===== src/rtl/reg_file_v1.sv =====
// reg_file_v1: 32-entry architectural register file serving the decoder's
// two-phase operand-read protocol. It returns operand A, then operand B (or
// zero for the immediate phase), then waits for the ALU write-back and commits
// it to the destination index latched during the operand-A phase.
module reg_file_v1 #(
    parameter int XLEN = 32
) (
    input  logic            clk,
    input  logic            reset_n,
    input  logic [4:0]      rs_addr,
    input  logic            rs_valid,
    input  logic            rs_sel,
    input  logic            rs_store,
    input  logic [4:0]      rd_addr,
    input  logic            wb_valid,
    input  logic [XLEN-1:0] wb_data,
    output logic [XLEN-1:0] op_a,
    output logic [XLEN-1:0] op_b,
    output logic            ops_valid,
    output logic            mem_op,
    output logic            protocol_err
);

    localparam logic [1:0] S_IDLE    = 2'd0;
    localparam logic [1:0] S_HAVE_A  = 2'd1;
    localparam logic [1:0] S_WAIT_WB = 2'd2;

    logic [1:0]      state, state_nxt;
    logic [4:0]      rd_lat;
    logic [XLEN-1:0] regs [32];
    logic [XLEN-1:0] rs_rdata;
    logic            cap_a, cap_b, wb_en, err_set;

    // x0 is hardwired to zero on the read side; its storage is never written
    assign rs_rdata = (rs_addr == 5'd0) ? '0 : regs[rs_addr];

    // Operand-A capture only from idle with rs_sel low; operand-B only with rs_sel high.
    // The immediate phase (HAVE_A, rs_sel low) advances the FSM but captures nothing.
    assign cap_a   = (state == S_IDLE)   && rs_valid && !rs_sel;
    assign cap_b   = (state == S_HAVE_A) && rs_valid &&  rs_sel;
    assign wb_en   = (state == S_WAIT_WB) && wb_valid && (rd_lat != 5'd0);
    assign err_set = ((state == S_IDLE)    && rs_valid && rs_sel) ||
                     ((state == S_WAIT_WB) && rs_valid)           ||
                     ((state != S_WAIT_WB) && wb_valid);

    // Next-state decode for the operand/write-back sequence
    always_comb begin
        state_nxt = state;
        case (state)
            S_IDLE:    if (cap_a)    state_nxt = S_HAVE_A;
            S_HAVE_A:  if (rs_valid) state_nxt = S_WAIT_WB;
            S_WAIT_WB: if (wb_valid) state_nxt = S_IDLE;
            default:                 state_nxt = S_IDLE;
        endcase
    end

    // State register plus registered ops_valid and sticky error flag
    always_ff @(posedge clk or negedge reset_n) begin
        if (!reset_n) begin
            state        <= S_IDLE;
            ops_valid    <= 1'b0;
            protocol_err <= 1'b0;
        end else begin
            state     <= state_nxt;
            ops_valid <= (state_nxt == S_WAIT_WB);
            if (err_set) protocol_err <= 1'b1;
        end
    end

    // Operand, memory-op tag and destination latches; held until the next A capture
    always_ff @(posedge clk or negedge reset_n) begin
        if (!reset_n) begin
            op_a   <= '0;
            op_b   <= '0;
            mem_op <= 1'b0;
            rd_lat <= 5'd0;
        end else if (cap_a) begin
            op_a   <= rs_rdata;
            op_b   <= '0;
            mem_op <= rs_store;
            rd_lat <= rd_addr;
        end else if (cap_b) begin
            op_b   <= rs_rdata;
        end
    end

    // Register storage; write-back only from S_WAIT_WB to a nonzero latched index
    always_ff @(posedge clk or negedge reset_n) begin
        if (!reset_n) begin
            for (int i = 0; i < 32; i++) regs[i] <= '0;
        end else if (wb_en) begin
            regs[rd_lat] <= wb_data;
        end
    end

endmodule


===== config.mk =====
export PLATFORM = sky130hd
export DESIGN_NAME = reg_file_v1
export DESIGN_NICKNAME = d
export VERILOG_FILES = /design/src/rtl/reg_file_v1.sv
export SDC_FILE = /design/constraint.sdc
export NUM_CORES = 2
export LEC_CHECK = 0
export CORE_UTILIZATION = 40
export CTS_CLUSTER_SIZE = 20
export DETAILED_ROUTE_END_ITERATION = 16
export PLACE_DENSITY_LB_ADDON = 0.2
export SYNTH_ARGS = -nofsm -noshare
export SYNTH_HDL_FRONTEND = slang
export SYNTH_SLANG_ARGS = --single-unit

===== constraint.sdc =====
create_clock -name clk -period 2.9 [get_ports clk]
set_clock_uncertainty 0.05 [all_clocks]
set_input_delay 0.435 -clock clk [delete_from_list [all_inputs] [get_ports clk]]
set_output_delay 0.435 -clock clk [all_outputs]
set_load 0.1 [all_outputs]

==> metrics.md <==
| Metric | Value |
|---|---|
| Status | `finished clean` |
| Initial Utilization | `40.3%` |
| Setup Buffers After CTS | `0` |
| Final nets | `3598` |
| Flops & latches, synth | `1098` |
| Syn Area/Cell | `14.4 sq um` |
| Port Buffer Count | `114` |
| First-pass GRT wire length | `210 mm` |
| Chip width | `355 microns` |
| Setup Crit Path Kind | `reg -> reg` |
| Setup crit end kind | `flop` |
| Placer Congestion | `0.750` |
| Final Hold Vio Count | `0` |
| Tcrit/Tclk final | `83.6%` |
| Critical path's slowest cell | `dfrtp_1` |
| Layout cells sized above 1 | `42.6%` |
| Main combinational cell family by area after synthesis | `multiplexers` |
| CP Cell Sequence | `nor2b_2 > and3_2 > nand3_1 > buf_4 > nor2_4 > buf_4 > mux2_2` |
| CTS tree | `built` |
| DRC | `0` |
| Clock sink count | `1098` |
| Power per Cell Area | `755 mW/mm^2` |
| # setup viols final | `0` |
| CP bufs+invs | `2` |
| Slowest stage delay, CP | `0.48 ns` |
| Max rail drop VDD | `0.501 mV` |
| Max Freq | `0.412 GHz` |
| CTS clk-pin slew, worst paths | `0.06 ns` |
| Area delta synth->final | `16.3%` |
| Slew HR | `50.1%` |
| Worst-path maximum fanout | `9` |
| Core Area | `0.124 sq mm` |
| Path depth of the worst reg2reg path | `7` |
| Compound-Gate Fraction of Synth Area | `5.53%` |
| Clk buf depth | `3` |
| Finished Cell Area | `0.0579 sq mm` |
| Arr. time, crit path | `2.97 ns` |
| Mux contribution to synthesized area | `34.3%` |
| Hold Path Class | `in -> async` |
| R2R Setup Slk | `0.48 ns` |
| Synth Cell Area | `0.0498 sq mm` |
| Synth Area in Simple Gates | `1.53%` |
| WL final | `140 mm` |
| CP startpoint kind | `flop` |
| Initial antenna violation count | `4` |
| Pleak | `28.7 nW` |
| Max-Cap Viols | `0` |
| R2R Path End | `regs[83]$_DFFE_PN0P_` |
| Die area | `0.126 sq mm` |
| WL per Instance | `26.4 microns` |
| Placed cells | `5067` |
| Largest net degree at the start of global routing | `118` |
| Syn_nets | `3515` |
| Seq/Total Area, Yosys | `55.1%` |
| I/O Pins | `115` |
| 1st-iter DRT viols | `2015` |
| Synthesized-area fraction occupied by adder cells | `0%` |
| First drt pass iteration count | `6` |
| Hpwl dp | `85.7 mm` |
| Routed Antenna Nets | `0` |
| Reg2reg start | `state[0]$_DFF_PN0_` |
| Placement Cell Area | `0.0540 sq mm` |
| Data required, critical path | `3.45 ns` |
| Least-Margin Pin Slew | `0.749 ns` |
| Clk Latency, worst-skew pair | `0.73 ns` |
| Via Count | `29500` |
| Global route overflow | `0` |
| FP Rows | `129` |
| Slew Viols, Final | `0` |
| Fillers | `11000` |
| Synth Area in XOR/XNOR | `0%` |
| Clk Tree Root Cell | `clkbuf_16` |
| Die Span Y | `355 microns` |
| Final std cells w/o fill | `5285` |
| Total track usage | `22.4%` |
| Via count of the first global-routing pass | `30700` |
| Setup TNS | `0 ns` |
| Post-route minimum period | `2.42 ns` |
| Via density | `5.58` |
| Yosys cell types | `44` |
| H-tree depth | `3` |
| Gate Count Post-Synth | `3467` |
| Delay-heaviest family, CP | `simple AND/OR/NAND/NOR gates` |
| RSZ-0062 raised after global routing | `no` |
| Crit path top cell by count | `buf_4` |
| Yosys warnings | `0` |
| Total CTS buffers | `117` |
how the worst max path moves through the flow:
stage	endpoint	cells after the start	start	slack, ns
after CTS	regs[83]$_DFFE_PN0P_	7	state[0]$_DFF_PN0_	0.51
after global routing	regs[771]$_DFFE_PN0P_	6	state[0]$_DFF_PN0_	0.40
final	regs[83]$_DFFE_PN0P_	7	state[0]$_DFF_PN0_	0.48
after global placement	regs[83]$_DFFE_PN0P_	8	wb_valid	0.21
after floorplan	op_a[11]$_DFFE_PN0N_	9	rs_addr[0]	0.86
after detailed placement	regs[68]$_DFFE_PN0P_	8	wb_valid	0.25
area by class of cell:
| class | count | area (sq um) | area share, % |
|---|---|---|---|
| antenna | 3 | 7.51 | 0.0130 |
| clock buffer | 178 | 3480 | 6.00 |
| clock inverter | 36 | 423 | 0.730 |
| inverter | 1 | 3.75 | 0.00648 |
| multi-input combinational | 2004 | 20800 | 36.0 |
| sequential | 1098 | 27500 | 47.4 |
| tap | 1637 | 2050 | 3.54 |
| timing repair buffer | 328 | 3650 | 6.31 |
registers in the layout (all words and copies together), names as in the netlist:
name,flops
mem_op,1
op_a,32
op_b,32
ops_valid,1
protocol_err,1
rd_lat,5
regs,1024
state,2
logic make-up (layout without fill, tap and decap cells):
| kind of cell | after synthesis | count (layout) |
|---|---|---|
| multiplexers | 1478 | 1478 |
| buffers and inverters | 365 | 543 |
| AND/OR/NAND/NOR | 168 | 168 |
| AO/OA/AOI/OAI | 358 | 358 |
| other | 0 | 3 |
| flip-flops | 1098 | 1098 |
power by group:
part	internal [W]	total [W]	switching [W]
clock	0.00893	0.0152	0.00627
combinational	0.00391	0.00873	0.00482
sequential	0.0183	0.0198	0.00156
cells in the final DEF (no fill, tap or decap), types with 3 or more instances in the layout:
cell / instances
clkbuf_1: 30
mux2_2: 908
nor2_1: 7
mux2_4: 60
mux2_1: 30
a22oi_1: 128
nand2_1: 99
a21oi_1: 34
clkbuf_16: 118
mux2i_1: 416
bufinv_16: 8
diode_2: 3
clkinv_2: 22
nand2b_1: 3
a221oi_1: 32
a211o_1: 32
nand2_2: 12
o31ai_1: 64
buf_12: 85
clkinv_8: 3
o2bb2ai_1: 32
mux4_2: 64
nor2b_4: 5
clkbuf_8: 30
clkdlybuf4s50_1: 43
buf_4: 196
nor2_4: 14
dfrtp_1: 1098
a22o_1: 32
routing by layer:
layer | vias up | part of all wire [%] | global-route usage, %
met5 | - | 0 | 0
met4 | 0 | 2.3 | 6.28
met3 | 170 | 4.2 | 3.54
met2 | 487 | 46 | 34.5
met1 | 15900 | 48 | 32.8
li1 | 12900 | - | -
through the flow:
stage          worst slack (ns)  power, W  utilization [%]  hold slack (ns)
6_report                  0.475    0.0437             46.9            0.185
2_1_floorplan             0.861    0.0261                -           0.0894
3_5_place_dp              0.248    0.0288             43.7            0.313
3_3_place_gp              0.210    0.0286             43.7            0.310
5_1_grt                   0.402    0.0457             46.8            0.192
4_1_cts                   0.508    0.0442             46.8            0.160
cells in the mapped netlist:
master,count,area share [%]
mux2_1,30,0.68
nand3b_2,2,0.045
a22oi_1,128,1.9
mux2_2,908,21
buf_2,109,1.1
o21ai_0,2,0.020
and2_1,1,0.013
nand2b_1,4,0.050
and2_0,1,0.013
nor2b_1,8,0.10
nor3b_1,2,0.030
inv_1,1,0.0075
a221oi_1,32,0.56
and3_2,1,0.015
a21oi_1,34,0.34
nor3_1,2,0.020
a22o_1,32,0.56
a211o_1,32,0.56
buf_1,6,0.045
nand2_1,112,0.84
buf_4,44,0.66
dfrtp_1,1098,55
nand3_1,4,0.040
clkbuf_4,1,0.015
nor3_2,1,0.020
buf_6,11,0.25
clkbuf_2,2,0.020
mux2_4,60,1.8
o21bai_1,1,0.015
nor4_2,1,0.025
mux4_2,64,2.9
nor2b_2,1,0.018
or2_2,2,0.025
nor3b_2,1,0.025
nor3_4,1,0.033
or3_1,2,0.025
mux2i_1,416,8.4
nand3b_1,1,0.015
o31ai_1,64,0.96
nor2_2,3,0.038
clkbuf_1,191,1.4
nor2_1,18,0.14
o2bb2ai_1,32,0.56
o21ai_1,1,0.010
timing repair:
item                                   4_1_cts  5_1_grt
gates resized for setup                      0        0
hold buffers                                 1        0
endpoints found under the hold margin       84        0
worst reg2reg max path, cell delays in order (launching register included):
cell	delay, ns
dfrtp_1	0.48
nor2b_2	0.31
and3_2	0.30
nand3_1	0.15
buf_4	0.22
nor2_4	0.17
buf_4	0.26
mux2_2	0.37
(Power assumes the default switching activity.)
